## config.mk

```make
export PLATFORM = sky130hd
export DESIGN_NAME = melody_sequencer
export DESIGN_NICKNAME = d
export VERILOG_FILES = /design/src/rtl/sound_pkg.sv /design/src/rtl/tick_divider.sv /design/src/rtl/melody_sequencer.sv
export SDC_FILE = /design/constraint.sdc
export NUM_CORES = 1
export LEC_CHECK = 0
export ABC_CLOCK_PERIOD_IN_PS = 2600
export CAP_MARGIN = 5
export CORE_MARGIN = 2
export CORE_UTILIZATION = 58
export DETAILED_ROUTE_END_ITERATION = 12
export GPL_ROUTABILITY_DRIVEN = 0
export PLACE_DENSITY = 0.88
export SLEW_MARGIN = 10
export SYNTH_ARGS = -nofsm -noshare
export SYNTH_HDL_FRONTEND = slang
export SYNTH_SLANG_ARGS = --single-unit
```

## constraint.sdc

```tcl
create_clock -name CLK100MHZ -period 2.6 [get_ports CLK100MHZ]
set_input_delay 0.65 -clock CLK100MHZ [delete_from_list [all_inputs] [get_ports CLK100MHZ]]
set_output_delay 0.65 -clock CLK100MHZ [all_outputs]
set_load 0.01 [all_outputs]
```

## src/rtl/sound_pkg.sv

```systemverilog
// Shared types and song tables for the board's sound blocks.
// A note is {half_period in clocks, duration in ticks}; a duration of 0 marks the end of the song.
package sound_pkg;

    localparam int NOTE_PERIOD_W = 20;
    localparam int NOTE_DUR_W    = 12;

    typedef enum logic [2:0] {
        IDLE  = 3'd0,
        FETCH = 3'd1,
        CHECK = 3'd2,
        ISSUE = 3'd3,
        PLAY  = 3'd4,
        GAP   = 3'd5,
        DONE  = 3'd6
    } state_t;

    typedef struct packed {
        logic [NOTE_PERIOD_W-1:0] half_period;
        logic [NOTE_DUR_W-1:0]    dur;
    } note_t;

    // Board melody at 100 MHz, durations in 1 ms ticks.
    localparam int SONG_LEN = 16;
    localparam note_t SONG_ROM [SONG_LEN] = '{
        '{20'd191113, 12'd250}, '{20'd151686, 12'd250}, '{20'd127551, 12'd250},
        '{20'd95557,  12'd500}, '{20'd0,      12'd250}, '{20'd127551, 12'd250},
        '{20'd151686, 12'd250}, '{20'd191113, 12'd500}, '{20'd0,      12'd0},
        '{20'd0,      12'd0},   '{20'd0,      12'd0},   '{20'd0,      12'd0},
        '{20'd0,      12'd0},   '{20'd0,      12'd0},   '{20'd0,      12'd0},
        '{20'd0,      12'd0}
    };

    // Short bring-up song: tone, rest, tone, end marker.
    localparam int TEST_LEN = 4;
    localparam note_t TEST_ROM [TEST_LEN] = '{
        '{20'd50, 12'd3}, '{20'd0, 12'd2}, '{20'd25, 12'd1}, '{20'd0, 12'd0}
    };

    // Entries beyond a table read as the end marker.
    function automatic note_t song_note(input int song_id, input int idx);
        note_t n;
        n = '0;
        if (song_id == 1) begin
            if (idx < TEST_LEN) n = TEST_ROM[idx[1:0]];
        end else if (idx < SONG_LEN) begin
            n = SONG_ROM[idx[3:0]];
        end
        return n;
    endfunction

endpackage

```

## src/rtl/tick_divider.sv

```systemverilog
// Divides the system clock down to a one-cycle tick every CLK_HZ/TICK_HZ cycles.
// clr restarts the period so the first tick lands exactly one full period later.
module tick_divider #(
    parameter int CLK_HZ  = 100_000_000,
    parameter int TICK_HZ = 1000
) (
    input  logic clr,
    input  logic CLK100MHZ,
    input  logic BTNC,
    output logic tick
);

    localparam int DIV   = CLK_HZ / TICK_HZ;
    localparam int CNT_W = (DIV > 1) ? $clog2(DIV) : 1;

    logic [CNT_W-1:0] cnt_reg;

    assign tick = (cnt_reg == CNT_W'(DIV - 1));

    always_ff @(posedge CLK100MHZ or posedge BTNC) begin
        if (BTNC) begin
            cnt_reg <= '0;
        end else if (clr || tick) begin
            cnt_reg <= '0;
        end else begin
            cnt_reg <= cnt_reg + CNT_W'(1);
        end
    end

endmodule

```

## src/rtl/melody_sequencer.sv

```systemverilog
// Walks the song ROM, offers each half-period to the tone generator, then gates
// the tone for the note duration followed by a fixed silent gap.
module melody_sequencer
    import sound_pkg::*;
#(
    parameter int CLK_HZ    = 100_000_000,
    parameter int TICK_HZ   = 1000,
    parameter int NUM_NOTES = 16,
    parameter int PERIOD_W  = 20,
    parameter int DUR_W     = 12,
    parameter int GAP_TICKS = 20,
    parameter bit LOOP      = 1'b1,
    parameter int SONG_ID   = 0
) (
    input  logic                         CLK100MHZ,
    input  logic                         BTNC,
    input  logic                         en,
    output logic                         cfg_valid,
    input  logic                         cfg_ready,
    output logic [PERIOD_W-1:0]          cfg_half_period,
    output logic                         gate,
    output logic [$clog2(NUM_NOTES)-1:0] note_idx,
    output logic                         busy,
    output logic                         done
);

    localparam int IDX_W = $clog2(NUM_NOTES);

    localparam logic [2:0] S_IDLE  = IDLE;
    localparam logic [2:0] S_FETCH = FETCH;
    localparam logic [2:0] S_CHECK = CHECK;
    localparam logic [2:0] S_ISSUE = ISSUE;
    localparam logic [2:0] S_PLAY  = PLAY;
    localparam logic [2:0] S_GAP   = GAP;
    localparam logic [2:0] S_DONE  = DONE;

    logic                en_meta_reg, en_sync_reg;
    logic [2:0]          state_reg, state_next;
    logic [IDX_W-1:0]    idx_reg, idx_next;
    logic [DUR_W-1:0]    dur_reg, tick_cnt_reg;
    logic [PERIOD_W-1:0] hp_reg;
    logic                gate_reg, valid_reg, done_reg;
    note_t               rom_q;
    logic                tick, clr, rom_end;

    // Registered ROM read: the entry addressed in FETCH is visible in CHECK.
    always_ff @(posedge CLK100MHZ) begin
        rom_q <= song_note(SONG_ID, int'(idx_reg));
    end

    assign rom_end = (rom_q.dur == '0);

    // Every state change restarts the tick period and the tick count.
    assign clr = (state_next != state_reg);

    tick_divider #(
        .CLK_HZ (CLK_HZ),
        .TICK_HZ(TICK_HZ)
    ) u_tick (
        .clr      (clr),
        .CLK100MHZ(CLK100MHZ),
        .BTNC     (BTNC),
        .tick     (tick)
    );

    always_comb begin
        state_next = state_reg;
        idx_next   = idx_reg;
        case (state_reg)
            S_IDLE: begin
                idx_next = '0;
                if (en_sync_reg) state_next = S_FETCH;
            end
            S_FETCH: state_next = S_CHECK;
            S_CHECK: begin
                if (rom_end) begin
                    if (LOOP) begin
                        idx_next   = '0;
                        state_next = S_FETCH;
                    end else begin
                        state_next = S_DONE;
                    end
                end else begin
                    state_next = S_ISSUE;
                end
            end
            S_ISSUE: if (cfg_ready) state_next = S_PLAY;
            S_PLAY: begin
                if (tick && tick_cnt_reg == dur_reg - DUR_W'(1)) begin
                    if (GAP_TICKS == 0) begin
                        idx_next   = idx_reg + IDX_W'(1);
                        state_next = S_FETCH;
                    end else begin
                        state_next = S_GAP;
                    end
                end
            end
            S_GAP: begin
                if (tick && int'(tick_cnt_reg) == GAP_TICKS - 1) begin
                    idx_next   = idx_reg + IDX_W'(1);
                    state_next = S_FETCH;
                end
            end
            S_DONE: state_next = S_DONE;
            default: state_next = S_IDLE;
        endcase
        // Losing the enable abandons whatever is in flight, including an open handshake.
        if (!en_sync_reg) begin
            state_next = S_IDLE;
            idx_next   = '0;
        end
    end

    always_ff @(posedge CLK100MHZ or posedge BTNC) begin
        if (BTNC) begin
            en_meta_reg  <= 1'b0;
            en_sync_reg  <= 1'b0;
            state_reg    <= S_IDLE;
            idx_reg      <= '0;
            tick_cnt_reg <= '0;
            dur_reg      <= '0;
            hp_reg       <= '0;
            valid_reg    <= 1'b0;
            gate_reg     <= 1'b0;
            done_reg     <= 1'b0;
        end else begin
            en_meta_reg <= en;
            en_sync_reg <= en_meta_reg;
            state_reg   <= state_next;
            idx_reg     <= idx_next;

            if (clr) begin
                tick_cnt_reg <= '0;
            end else if (tick) begin
                tick_cnt_reg <= tick_cnt_reg + DUR_W'(1);
            end

            if (state_reg == S_CHECK && !rom_end) begin
                hp_reg  <= PERIOD_W'(rom_q.half_period);
                dur_reg <= DUR_W'(rom_q.dur);
            end
            if (state_next == S_IDLE || state_next == S_DONE) begin
                hp_reg <= '0;
            end

            valid_reg <= (state_next == S_ISSUE);
            gate_reg  <= (state_next == S_PLAY) && (hp_reg != '0);
            done_reg  <= (state_reg == S_CHECK) && rom_end && !LOOP && en_sync_reg;
        end
    end

    assign cfg_valid       = valid_reg;
    assign cfg_half_period = hp_reg;
    assign gate            = gate_reg;
    assign note_idx        = idx_reg;
    assign done            = done_reg;
    assign busy            = (state_reg != S_IDLE) && (state_reg != S_DONE);

endmodule

```

==> flow_summary.yaml <==
setup_path:
  cp.arrival_ns: 1.86
  rr_endpoint: "tick_cnt_reg[4]"
  critPathMaxFanout: 10
  rr_worst_depth: 9
  crit_family: "simple AND/OR/NAND/NOR gates"
  cp_cell_sequence: "and2b_1 > or3_1 > clkdlybuf4s50_1"
  crit_path_end_kind: "output port"
  worstPathRequired_ns: 1.95
  ff2ff_setup_slack_ns: 0.22
  startpoint_type: "register"
  slowest_delay_ns: 0.48
  crit_buf_inv: 1
  critPathKind: "reg2out"
  r2r-start: "dur_reg[3]"
  crit_path_top_delay_cell: "clkdlybuf4s50_1"
cts:
  post_cts_resized: 0
  postCtsSetupBuffers: 0
  numCtsBuffers: 9
  clk-insertion-delay-late_ns: 0.35
  h-tree-depth: 3
  root_buffer: "clkbuf_8"
  clockBufferDepth: 2
  cts_tree: "yes"
  clock_sinks: 66
  clkSlewWorstSetupHoldPaths_ns: 0.07
  cts_hold_buf: 0
synthesis:
  yosys_warnings: 0
  syn-cell-area_mm2: 0.00356
  syn_area_per_cell_um2: 9.67
  synth-xor-area-share: 0.0802
  synth_compound_area_frac: 0.0946
  synthSimpleGateAreaFrac: 0.266
  async_flop_share: 0.803
  netlist_instances: 368
  synth_top_family_by_area: "simple AND/OR/NAND/NOR gates"
  ys_ff_latch: 66
  synth_fa_ha_area_frac: 0.0457
  synth_mux_area_frac: 0.0113
  synth_ff_type: "dfrtp_1"
  synth_cell_types: 57
  synth_edf_count: 0
  seq_area_frac_synth: 0.446
timing:
  worst_pin_slew_ns: 0.538
  fin_tns_setup_ns: 0
  setup_slack_ns: 0.0873
  holdWs_ns: 0.350
  setup_viol: 0
  max_freq_mhz: 398
  skew_ns: 0.00838
  drv_slew: 0
  timing.final.crit_period_ns: 2.51
  slew-limit-headroom: 0.641
  period_share: 0.966
  finalHoldViolations: 0
  rsz0062_at_grt: "no"
route:
  drt_wl_total_mm: 7.23
  via_per_inst: 5.66
  m1WireLength_mm: 3.33
  drt-initial-drc-count: 197
  drcViolationCount: 0
  first_pass_iters: 4
  route.met2.wl_mm: 3.47
  vias: 2656
  topRoutingLayerUsed: "met4"
  met3WireLength_um: 357
  wl_per_cell_um: 15.4
  drtAntennaViolNets: 0
layout:
  layout-drive-gt1-share: 0.119
  finish.instance_area_mm2: 0.00406
  final_util: 0.685
  area_delta_synth_final_pct: 14.0
  n_antenna_cell: 0
  nets: 406
  largest_reg_flops: 17
global_route:
  grt_max_degree: 31
  grt_pass1_vias: 2534
  grt_pass1_wl_mm: 12.1
  grt_util_all_layers: 0.235
  grt-ovfl-total: 0
  antenna_found_initial: 0
min_path:
  hold-path-endpoint: "en_sync_reg"
  min_from: "en_meta_reg"
  holdPathStages: 0
  hold_class: "reg2reg"
pwr:
  vdd_drop_max_uv: 467
  power.leakage_uw: 0.00169
  p_per_area_mw_per_mm2: 657
floorplan:
  die_h_um: 82.3
  start_util: 0.601
  ioPinCount: 32
  die_w_um: 82.3
  die_area_mm2: 0.00678
  num_rows: 28
  coreArea_mm2: 0.00592
placement:
  place_area_mm2: 0.00384
  hpwl_mm: 5.16
  portBuffers: 28
  pre_cts_slack_ns: 0.209
flow_run:
  drv_cap: 0
status:
  status: "complete, no violations"
==> logic make-up after synthesis <==
| family | after synthesis |
|---|---|
| AOI/OAI and AO/OA | 48 |
| xor gates and xnor gates | 31 |
| adders and majority gates | 13 |
| buffers and inverters | 35 |
| DFF | 66 |
| muxes | 4 |
| other | 1 |
| and+or+nand+nor | 170 |
==> cells in the final DEF, fill, tap and decap left out, types with 10 or more instances in the layout <==
master / instances
a21oi_1: 26
nand2_1: 42
dfrtp_1: 51
dfxtp_1: 13
clkdlybuf4s50_1: 28
xor2_1: 13
nor2b_1: 10
ha_1: 13
clkbuf_8: 10
xnor2_1: 17
nor2_1: 34
nand3_1: 12
==> cell type report <==
cell class,count,area (um^2)
multi-input combinational,269,1780
timing repair buffer,35,349
clock buffer,12,188
inverter,8,30.0
tap,75,93.8
sequential,66,1590
fill,431,1860
clock inverter,4,26.3
==> metrics by stage <==
stage | power [uW] | instances
after floorplan | 1600 | 370
final | 2670 | 469
after global placement | 1750 | 453
after global routing | 2800 | 469
after detailed placement | 1770 | 453
after CTS | 2670 | 469
==> cell usage after synthesis (all sizes together), types with 6 or more instances <==
cell    count  area share
nor3        6      0.0084
dfxtp      13       0.073
a21oi      26       0.037
nor2       42       0.050
nand3      12       0.017
and2        6       0.011
nand2      42       0.044
nand2b      6       0.011
inv         8      0.0084
xor2       13       0.032
nor2b      10       0.018
buf        19       0.038
dfrtp      53        0.37
ha         13       0.046
nand4       9       0.018
xnor2      17       0.042
clkbuf      8      0.0088
and3        6       0.011
==> metal layers <==
layer  track usage  up-vias
li1              -     1292
met1         0.325     1281
met2         0.366       74
met3        0.0522        9
met4        0.0800        0
met5             0        -
==> power breakdown <==
group | switching (uW) | internal, uW | leakage (uW)
Combinational | 322 | 270 | 0.000749
Sequential | 88.2 | 1080 | 0.000827
Clock | 412 | 491 | 0.000114
Total | 823 | 1840 | 0.00169
==> worst reg2reg max path, stage by stage (launching register included) <==
cell and delay, ns:
dfrtp_1 0.44, inv_1 0.11, ha_1 0.23, ha_1 0.29, xnor2_1 0.12, nor3_1 0.22, o2111ai_1 0.23, o41ai_4 0.34
buf_6 0.22, nor3b_1 0.07
==> worst max-delay path by stage <==
stage               cells past startpoint               to    startpoint  slack (ns)
floorplan                               9  tick_cnt_reg[1]    dur_reg[3]        0.44
global placement                        9  tick_cnt_reg[4]    dur_reg[3]        0.32
detailed placement                      9  tick_cnt_reg[4]    dur_reg[3]        0.21
CTS                                     3             busy  state_reg[1]        0.05
global route                            3             busy  state_reg[1]        0.01
finish                                  3             busy  state_reg[2]        0.09
Note: power is estimated with default switching activity, not from simulation.
